`config.mk`:
```
export PLATFORM = sky130hd
export DESIGN_NAME = dram_bank_ctrl_flat
export DESIGN_NICKNAME = d
export VERILOG_FILES = /design/src/rtl/dram_bank_if.sv /design/src/rtl/dram_bank_ctrl.sv /design/src/flat_wrapper.sv
export SDC_FILE = /design/constraint.sdc
export NUM_CORES = 1
export LEC_CHECK = 0
export ABC_AREA = 1
export BUFFER_PORTS_ARGS = -buffer_cell sky130_fd_sc_hd__buf_2
export CORE_UTILIZATION = 45
export CTS_CLUSTER_SIZE = 16
export DETAILED_ROUTE_END_ITERATION = 10
export PLACE_DENSITY = 0.69
export SYNTH_ARGS = -nofsm -noshare
export SYNTH_HDL_FRONTEND = slang
export SYNTH_SLANG_ARGS = --single-unit
```
`constraint.sdc`:
```
create_clock -name clk -period 2.8 [get_ports clk]
set_input_delay 0.42 -clock clk [delete_from_list [all_inputs] [get_ports clk]]
set_output_delay 0.42 -clock clk [all_outputs]
set_load 0.01 [all_outputs]
```
`src/rtl/dram_bank_if.sv`:
```
// Requester-side bus of the single-bank DRAM controller: valid/ready request,
// one-cycle read response pulse and the refresh indicator.
interface dram_bank_if #(
  parameter int DATA_W = 8,
  parameter int ADDR_W = 6
);
  logic              req_valid;
  logic              req_ready;
  logic              req_we;
  logic [ADDR_W-1:0] req_addr;
  logic [DATA_W-1:0] req_wdata;
  logic              rsp_valid;
  logic [DATA_W-1:0] rsp_rdata;
  logic              refresh_busy;

  modport master (
    output req_valid, req_we, req_addr, req_wdata,
    input  req_ready, rsp_valid, rsp_rdata, refresh_busy
  );

  modport slave (
    input  req_valid, req_we, req_addr, req_wdata,
    output req_ready, rsp_valid, rsp_rdata, refresh_busy
  );
endinterface

```
`src/rtl/dram_bank_ctrl.sv`:
```
// Single-bank DRAM controller with an open-row buffer, periodic auto-refresh and an
// internal array. Optional hit/miss/conflict counters are built when DRAM_BANK_STATS_EN is defined.
module dram_bank_ctrl #(
  parameter int DATA_W         = 8,
  parameter int ADDR_W         = 6,
  parameter int COL_W          = 2,
  parameter int T_ACT          = 2,
  parameter int T_REF          = 4,
  parameter int REFRESH_PERIOD = 64
) (
  input  logic        clk,
  input  logic        rst_n,
  dram_bank_if.slave  bus
`ifdef DRAM_BANK_STATS_EN
  ,
  output logic [15:0] stat_hits,
  output logic [15:0] stat_misses,
  output logic [15:0] stat_conflicts
`endif
);
  localparam int ROW_W  = ADDR_W - COL_W;
  localparam int DEPTH  = 2 ** ADDR_W;
  localparam int ACT_CW = $clog2(T_ACT + 1);
  localparam int REF_CW = $clog2(T_REF + 1);
  localparam int TMR_W  = $clog2(REFRESH_PERIOD);

  localparam logic [ACT_CW-1:0] ACT_LOAD = ACT_CW'(T_ACT - 1);
  localparam logic [REF_CW-1:0] REF_LOAD = REF_CW'(T_REF - 1);
  localparam logic [TMR_W-1:0]  TMR_LAST = TMR_W'(REFRESH_PERIOD - 1);

  typedef enum logic [2:0] {
    ST_IDLE,
    ST_PRECHARGE,
    ST_ACTIVATE,
    ST_ACCESS,
    ST_REFRESH
  } state_t;

  state_t              state_reg, state_next;
  logic                row_open_reg;
  logic [ROW_W-1:0]    open_row_reg;
  logic [TMR_W-1:0]    ref_tmr_reg;
  logic                ref_pending_reg;
  logic [ACT_CW-1:0]   act_cnt_reg;
  logic [REF_CW-1:0]   ref_cnt_reg;
  logic                we_reg;
  logic [ADDR_W-1:0]   addr_reg;
  logic [DATA_W-1:0]   wdata_reg;
  logic                rsp_valid_reg;
  logic [DATA_W-1:0]   rsp_rdata_reg;
  logic [DATA_W-1:0]   mem [DEPTH];

  logic                ready;
  logic                accept;
  logic                is_hit, is_miss, is_conflict;
  logic                tmr_expire;
  logic                enter_refresh;
  logic                act_done;
  logic [ROW_W-1:0]    req_row;
  logic [ROW_W-1:0]    cap_row;

  always_comb begin
    req_row       = bus.req_addr[ADDR_W-1:COL_W];
    cap_row       = addr_reg[ADDR_W-1:COL_W];
    tmr_expire    = (ref_tmr_reg == TMR_LAST);
    ready         = (state_reg == ST_IDLE) && !ref_pending_reg;
    accept        = bus.req_valid && ready;
    is_hit        = accept && row_open_reg && (open_row_reg == req_row);
    is_miss       = accept && !row_open_reg;
    is_conflict   = accept && row_open_reg && (open_row_reg != req_row);
    enter_refresh = (state_reg == ST_IDLE) && ref_pending_reg;
    act_done      = (state_reg == ST_ACTIVATE) && (act_cnt_reg == '0);
  end

  assign bus.req_ready    = ready;
  assign bus.rsp_valid    = rsp_valid_reg;
  assign bus.rsp_rdata    = rsp_rdata_reg;
  assign bus.refresh_busy = (state_reg == ST_REFRESH);

  // Refresh has priority; requests are only ever accepted from IDLE.
  always_comb begin
    state_next = state_reg;
    case (state_reg)
      ST_IDLE: begin
        if (ref_pending_reg)  state_next = ST_REFRESH;
        else if (is_hit)      state_next = ST_ACCESS;
        else if (is_miss)     state_next = ST_ACTIVATE;
        else if (is_conflict) state_next = ST_PRECHARGE;
      end
      ST_PRECHARGE: state_next = ST_ACTIVATE;
      ST_ACTIVATE:  if (act_cnt_reg == '0) state_next = ST_ACCESS;
      ST_ACCESS:    state_next = ST_IDLE;
      ST_REFRESH:   if (ref_cnt_reg == '0) state_next = ST_IDLE;
      default:      state_next = ST_IDLE;
    endcase
  end

  always_ff @(posedge clk or negedge rst_n) begin
    if (!rst_n) begin
      state_reg       <= ST_IDLE;
      row_open_reg    <= 1'b0;
      open_row_reg    <= '0;
      ref_tmr_reg     <= '0;
      ref_pending_reg <= 1'b0;
      act_cnt_reg     <= '0;
      ref_cnt_reg     <= '0;
      we_reg          <= 1'b0;
      addr_reg        <= '0;
      wdata_reg       <= '0;
      rsp_valid_reg   <= 1'b0;
      rsp_rdata_reg   <= '0;
    end else begin
      state_reg   <= state_next;
      ref_tmr_reg <= tmr_expire ? '0 : ref_tmr_reg + 1'b1;

      // A new expiry wins over the clear; a second expiry while pending is simply absorbed.
      if (tmr_expire)         ref_pending_reg <= 1'b1;
      else if (enter_refresh) ref_pending_reg <= 1'b0;

      if (accept) begin
        we_reg    <= bus.req_we;
        addr_reg  <= bus.req_addr;
        wdata_reg <= bus.req_wdata;
      end

      if (state_next == ST_ACTIVATE && state_reg != ST_ACTIVATE)
        act_cnt_reg <= ACT_LOAD;
      else if (state_reg == ST_ACTIVATE && act_cnt_reg != '0)
        act_cnt_reg <= act_cnt_reg - 1'b1;

      if (enter_refresh)
        ref_cnt_reg <= REF_LOAD;
      else if (state_reg == ST_REFRESH && ref_cnt_reg != '0)
        ref_cnt_reg <= ref_cnt_reg - 1'b1;

      if (enter_refresh) begin
        row_open_reg <= 1'b0;
        open_row_reg <= '0;
      end else if (state_reg == ST_PRECHARGE) begin
        row_open_reg <= 1'b0;
      end else if (act_done) begin
        row_open_reg <= 1'b1;
        open_row_reg <= cap_row;
      end

      rsp_valid_reg <= (state_reg == ST_ACCESS) && !we_reg;
      if (state_reg == ST_ACCESS && !we_reg)
        rsp_rdata_reg <= mem[addr_reg];
    end
  end

  // Array has no reset; state is forced to IDLE by reset, which drops any in-flight write.
  always_ff @(posedge clk) begin
    if (state_reg == ST_ACCESS && we_reg)
      mem[addr_reg] <= wdata_reg;
  end

`ifdef DRAM_BANK_STATS_EN
  logic [2:0]  stat_inc;
  logic [15:0] stat_reg [3];

  assign stat_inc = {is_conflict, is_miss, is_hit};

  for (genvar gi = 0; gi < 3; gi++) begin : g_stat
    always_ff @(posedge clk or negedge rst_n) begin
      if (!rst_n)
        stat_reg[gi] <= '0;
      else if (stat_inc[gi] && stat_reg[gi] != 16'hFFFF)
        stat_reg[gi] <= stat_reg[gi] + 16'd1;
    end
  end

  assign stat_hits      = stat_reg[0];
  assign stat_misses    = stat_reg[1];
  assign stat_conflicts = stat_reg[2];
`endif

endmodule

```
`src/flat_wrapper.sv`:
```
// flat-port wrapper written by rule: the top's interface ports become plain ports
module dram_bank_ctrl_flat 
#(
  parameter int DATA_W         = 8,
  parameter int ADDR_W         = 6,
  parameter int COL_W          = 2,
  parameter int T_ACT          = 2,
  parameter int T_REF          = 4,
  parameter int REFRESH_PERIOD = 64
)
  (clk, rst_n, bus_req_valid, bus_req_we, bus_req_addr, bus_req_wdata, bus_req_ready, bus_rsp_valid, bus_rsp_rdata, bus_refresh_busy);
  dram_bank_if #(.DATA_W(DATA_W), .ADDR_W(ADDR_W)) bus_i ();
  input  logic clk;
  input  logic rst_n;
  input wire logic [$bits(bus_i.req_valid)-1:0] bus_req_valid;
  input wire logic [$bits(bus_i.req_we)-1:0] bus_req_we;
  input wire logic [$bits(bus_i.req_addr)-1:0] bus_req_addr;
  input wire logic [$bits(bus_i.req_wdata)-1:0] bus_req_wdata;
  output wire logic [$bits(bus_i.req_ready)-1:0] bus_req_ready;
  output wire logic [$bits(bus_i.rsp_valid)-1:0] bus_rsp_valid;
  output wire logic [$bits(bus_i.rsp_rdata)-1:0] bus_rsp_rdata;
  output wire logic [$bits(bus_i.refresh_busy)-1:0] bus_refresh_busy;
  assign bus_i.req_valid = bus_req_valid;
  assign bus_i.req_we = bus_req_we;
  assign bus_i.req_addr = bus_req_addr;
  assign bus_i.req_wdata = bus_req_wdata;
  assign bus_req_ready = bus_i.req_ready;
  assign bus_rsp_valid = bus_i.rsp_valid;
  assign bus_rsp_rdata = bus_i.rsp_rdata;
  assign bus_refresh_busy = bus_i.refresh_busy;
  dram_bank_ctrl #(.DATA_W(DATA_W), .ADDR_W(ADDR_W), .COL_W(COL_W), .T_ACT(T_ACT), .T_REF(T_REF), .REFRESH_PERIOD(REFRESH_PERIOD)) u_core (.clk(clk), .rst_n(rst_n), .bus(bus_i));
endmodule
```
[Word level (Yosys, flattened, before mapping)]
Memories as Yosys holds them, arrays and structs flattened. A register that Yosys moved wholly into a read port is not among the register bits.
Cells that the tools add are included.
Word-level totals
  memories kept: 1
  logic and storage cells: 75
  register bits: 36
  RAM bits: 512
  input bits: 18
Operators by class
  add/sub/neg operators: 3
  reductions and logical operators: 28
  muxes and demuxes: 22
  eq/ne operators: 10
Memory list
  u_core.mem: words 64, bits a word 8, read ports 1, clocked after Yosys merged registers in 1, wr ports 1, line dram_bank_ctrl.sv:51  | logic [DATA_W-1:0] mem [DEPTH];
Operators with widths (count)
  two-way mux 3 bit: 8
  logical AND 1 bit: 13
  two-way mux 4 bit: 3
  case mux 3 bit (4 select lines): 1
  nonzero test 2 bit: 5
  equality test 3 x 2 -> 1 bit (second input constant): 3
  two-way mux 1 bit: 7
  adder 6 x 1 -> 6 bit (second input constant): 1
  equality test 6 bit (second input constant): 1
  zero test 3 bit: 2
  two-way mux 6 bit: 1
  nonzero test 3 bit: 2
  equality test 4 bit: 1
  zero test 1 bit: 4
  two-way mux 2 bit: 2
  != test 4 bit: 1
  equality test 3 x 1 -> 1 bit (second input constant): 1
  equality test 3 bit (second input constant): 1
  != test 3 x 2 -> 1 bit (second input constant): 1
  subtractor 3 x 1 -> 3 bit (second input constant): 1
  zero test 2 bit: 1
  != test 2 x 1 -> 1 bit (second input constant): 1
  AND reduction 2 bit: 1
  subtractor 2 x 1 -> 2 bit (second input constant): 1

[Logic depth before layout (Yosys ltp)]
  depth in word-level cells: 13
  depth in mapped cells: 16
  mapped depth without buffers: 13

[Worst setup path before layout]
OpenSTA, ideal clock, no wires.
  path kind: reg2reg
  start: register u_core.state_reg[2]
  end: memory u_core.mem[0][0], enable pin
  data required time: 2.429 ns
  library setup time: 0.371 ns
  arrival time: 1.628 ns
  buffers on the path: 0
  stages on the path, launching flop included: 4
  path slack: 0.802 ns
  cell sequence: dfrtp_1 > nor4_4 > nand4_1 > nor2_1
Between the ends
  word-level cells in the longest chain between the ends: 4
Ends and longest elaborated chain
  start, declared: line dram_bank_ctrl.sv:39  | state_t state_reg, state_next;
  start signal, assigned: line dram_bank_ctrl.sv:113  | state_reg <= state_next;
  equality test 3 x 2 -> 1 bit: line dram_bank_ctrl.sv:154  | if (state_reg == ST_ACCESS && we_reg)
  logical AND 1 bit: line dram_bank_ctrl.sv:154
  two-way mux 1 bit: line dram_bank_ctrl.sv:154
  two-way mux 1 bit (implied by the code): line dram_bank_ctrl.sv:155  | mem[addr_reg] <= wdata_reg;
  end, declared: line dram_bank_ctrl.sv:51
Every way passes these cells.

[Worst setup path after layout]
  start: register u_core.state_reg[2]
  end: memory u_core.mem[24][0], enable pin
The elaborated chain is that of the path after synthesis.

==> impl_metrics.csv <==
group,metric,value,unit
status,status,"finished clean",
clocking,cts_tree,"yes",
logic_synthesis,synth_edf_count,512,
global_routing,grt_pass1_vias,16100,
logic_synthesis,syn_area_per_cell,10.1,um^2
clocking,cts_sinks,556,
clocking,cts.clk_slew.worst_paths,60,ps
worst_hold_path,worstHoldPathCells,2,
critical_path,critical_path_class,"reg -> reg",
timing,hold_viol,0,
global_routing,track_usage,21.9,%
critical_path,reg2reg_depth,5,
critical_path,cp.required,3110,ps
floorplan,start_util,45.9,%
critical_path,cp_max_fo,8,
critical_path,r2r-end,"u_core.mem[24][0]",
routing,first_pass_iters,7,
routing,antenna_left,0,
cells_and_area,fillers,4444,
global_routing,antenna_found_initial,1,
run,drv_cap,0,
routing,drc,0,
timing,slew-limit-headroom,31.3,%
timing,fin_crit,2440,ps
timing,setup_violations,0,
worst_hold_path,hp-start,"bus_req_wdata[6]",
routing,vias,16300,
place,gp_congestion,0.888,
place,io_buffers,28,
cells_and_area,final_common_cell,"nand2_1",
critical_path,endpoint_kind,"flop",
global_routing,grt_overflow,0,
logic_synthesis,ys_warn_count,0,
cells_and_area,layout_common_cells,"nand2_1, edfxtp_1, buf_4",
critical_path,setup.worst_path.start_class,"flop",
floorplan,dieArea,53800,um^2
logic_synthesis,ys_seq_elements,556,
timing,setup_ws,358,ps
cells_and_area,fin_nets,2484,
routing,avgRoutedWirePerCell,18.1,um
floorplan,die_h,232,um
worst_hold_path,hold_end,"u_core.wdata_reg[6]",
cells_and_area,antenna_cells,0,
global_routing,grt_max_degree,84,
clocking,cts_root_buf,"clkbuf_16",
floorplan,std_cell_rows,83,
timing,fin_skew,25.7,ps
cells_and_area,drive_above_1_share,11.2,%
timing,max_freq,0.409,GHz
cells_and_area,fin_cells,3183,
timing,setup_tns,0,ps
pwr,p_leak,11.5,nW
logic_synthesis,syn-num-nets,2381,
clocking,cts_hold_buf,1,
cells_and_area,largest_reg_flops,512,
critical_path,rrSetupSlack,360,ps
routing,drt-vias-per-instance,5.13,
place,place_ws,384,ps
clocking,cts_made_buffers,56,
clocking,insertion_delay,620,ps
clocking,post_cts_buffers,0,
pwr,vdd_drop_max,0.759,mV
cells_and_area,syn2layout_area_growth,13.7,%
logic_synthesis,synth.distinct_cells,30,
timing,slew_violations,0,
floorplan,die_w,232,um
routing,drtIter0Drc,1285,
place,post-place-cells,3083,
critical_path,worstReg2RegStart,"u_core.state_reg[2]",
logic_synthesis,ys_seq_area_share,69.2,%
pwr,finalPower,0.0276,W
clocking,cts_max_level,2,
timing,rsz0062_at_grt,"false",
floorplan,core-area,51800,um^2
clocking,post_cts_resized,0,
critical_path,cp.arrival,2750,ps
logic_synthesis,synth_top_flop_cell,"edfxtp_1",
floorplan,ios,29,
clocking,clockBufferDepth,3,
logic_synthesis,synthArstFlopShare,7.91,%
routing,wl,57.7,mm
worst_hold_path,hp-class,"in -> reg",
place,hpwl,35.6,mm
timing,final.period_utilization,87.2,%
logic_synthesis,syn_area,23800,um^2
global_routing,grt_pass1_wl,90.1,mm
pwr,power_density,1020,nW/um^2
timing,tightest_slew,1030,ps
logic_synthesis,synth_cells,2359,
-- per-stage QoR --
| step | utilization, % | hold slack (ps) | cell area (um^2) |
|---|---|---|---|
| floorplan | - | 124 | 23800 |
| global placement | 48.7 | 443 | 25300 |
| detailed placement | 48.7 | 458 | 25300 |
| CTS | 52.2 | 35.4 | 27100 |
| global route | 52.2 | 53.0 | 27100 |
| finish | 52.2 | 56.4 | 27100 |
-- kinds of logic after synthesis --
family | count (synthesis) | synth area share (%)
AND/OR/NAND/NOR | 1604 | 25.9
flip-flops | 556 | 69.2
buffers and inverters | 156 | 3.46
AO/OA/AOI/OAI | 24 | 0.552
multiplexers | 8 | 0.378
XOR/XNOR | 7 | 0.258
adder cells (fa/ha/maj) | 4 | 0.210
-- critical path, cell delays in order, from the launching register on --
cell and delay [ps]:
dfrtp_1 490, nor4_4 690, nand4_1 370, buf_4 290, nor2_1 110, buf_4 200
-- synthesized netlist by cell type (4+ instances only) --
| library cell | count | area [um^2] |
|---|---|---|
| edfxtp_1 | 512 | 15400 |
| inv_2 | 6 | 22.5 |
| a21oi_1 | 11 | 55.1 |
| buf_4 | 4 | 30.0 |
| inv_1 | 43 | 161 |
| nand4_1 | 8 | 50.1 |
| mux2_2 | 8 | 90.1 |
| clkbuf_1 | 22 | 82.6 |
| dfrtp_1 | 44 | 1100 |
| or2_2 | 8 | 50.1 |
| nand2_1 | 1457 | 5470 |
| nor3_2 | 8 | 80.1 |
| xnor2_1 | 4 | 35.0 |
| buf_6 | 19 | 214 |
| buf_1 | 6 | 22.5 |
| buf_2 | 54 | 270 |
| nor2_1 | 101 | 379 |
| ha_1 | 4 | 50.1 |
| nand3_1 | 17 | 85.1 |
| o21ai_0 | 8 | 40.0 |
-- final cells by class --
| cell class | instances | area [um^2] | share of cell area (%) |
|---|---|---|---|
| sequential | 556 | 16500 | 60.9 |
| multi-input combinational | 1647 | 6500 | 24.0 |
| clock buffer | 65 | 1460 | 5.38 |
| timing repair buffer | 151 | 1220 | 4.49 |
| tap | 680 | 851 | 3.14 |
| clock inverter | 34 | 350 | 1.29 |
| inverter | 50 | 195 | 0.721 |
-- where the power goes --
| group | switching [W] | internal (W) | leakage [nW] | total (W) |
|---|---|---|---|---|
| registers | 0.000856 | 0.0106 | 5.12 | 0.0114 |
| clock network | 0.00309 | 0.00434 | 0.892 | 0.00743 |
| logic | 0.00634 | 0.00242 | 5.47 | 0.00877 |
-- how the worst max path moves through the flow --
stage	slack (ps)	end	cells after the start	from
after floorplan	800	u_core.mem[0][0]	3	u_core.state_reg[2]
after global placement	480	u_core.mem[24][7]	5	u_core.state_reg[2]
after detailed placement	380	u_core.mem[50][1]	3	u_core.state_reg[2]
after CTS	380	u_core.mem[50][7]	3	u_core.state_reg[2]
after global routing	280	u_core.mem[55][3]	4	u_core.state_reg[0]
final	360	u_core.mem[24][0]	5	u_core.state_reg[2]
-- layer usage --
layer	up-vias	GRT usage, %	part of all wire (%)
li1	7800	-	-
met5	-	0	0
met4	0	7.77	2.8
met3	122	4.13	8.4
met2	639	35.7	47
met1	7769	29.3	42
Note: power is estimated with default switching activity, not from simulation.
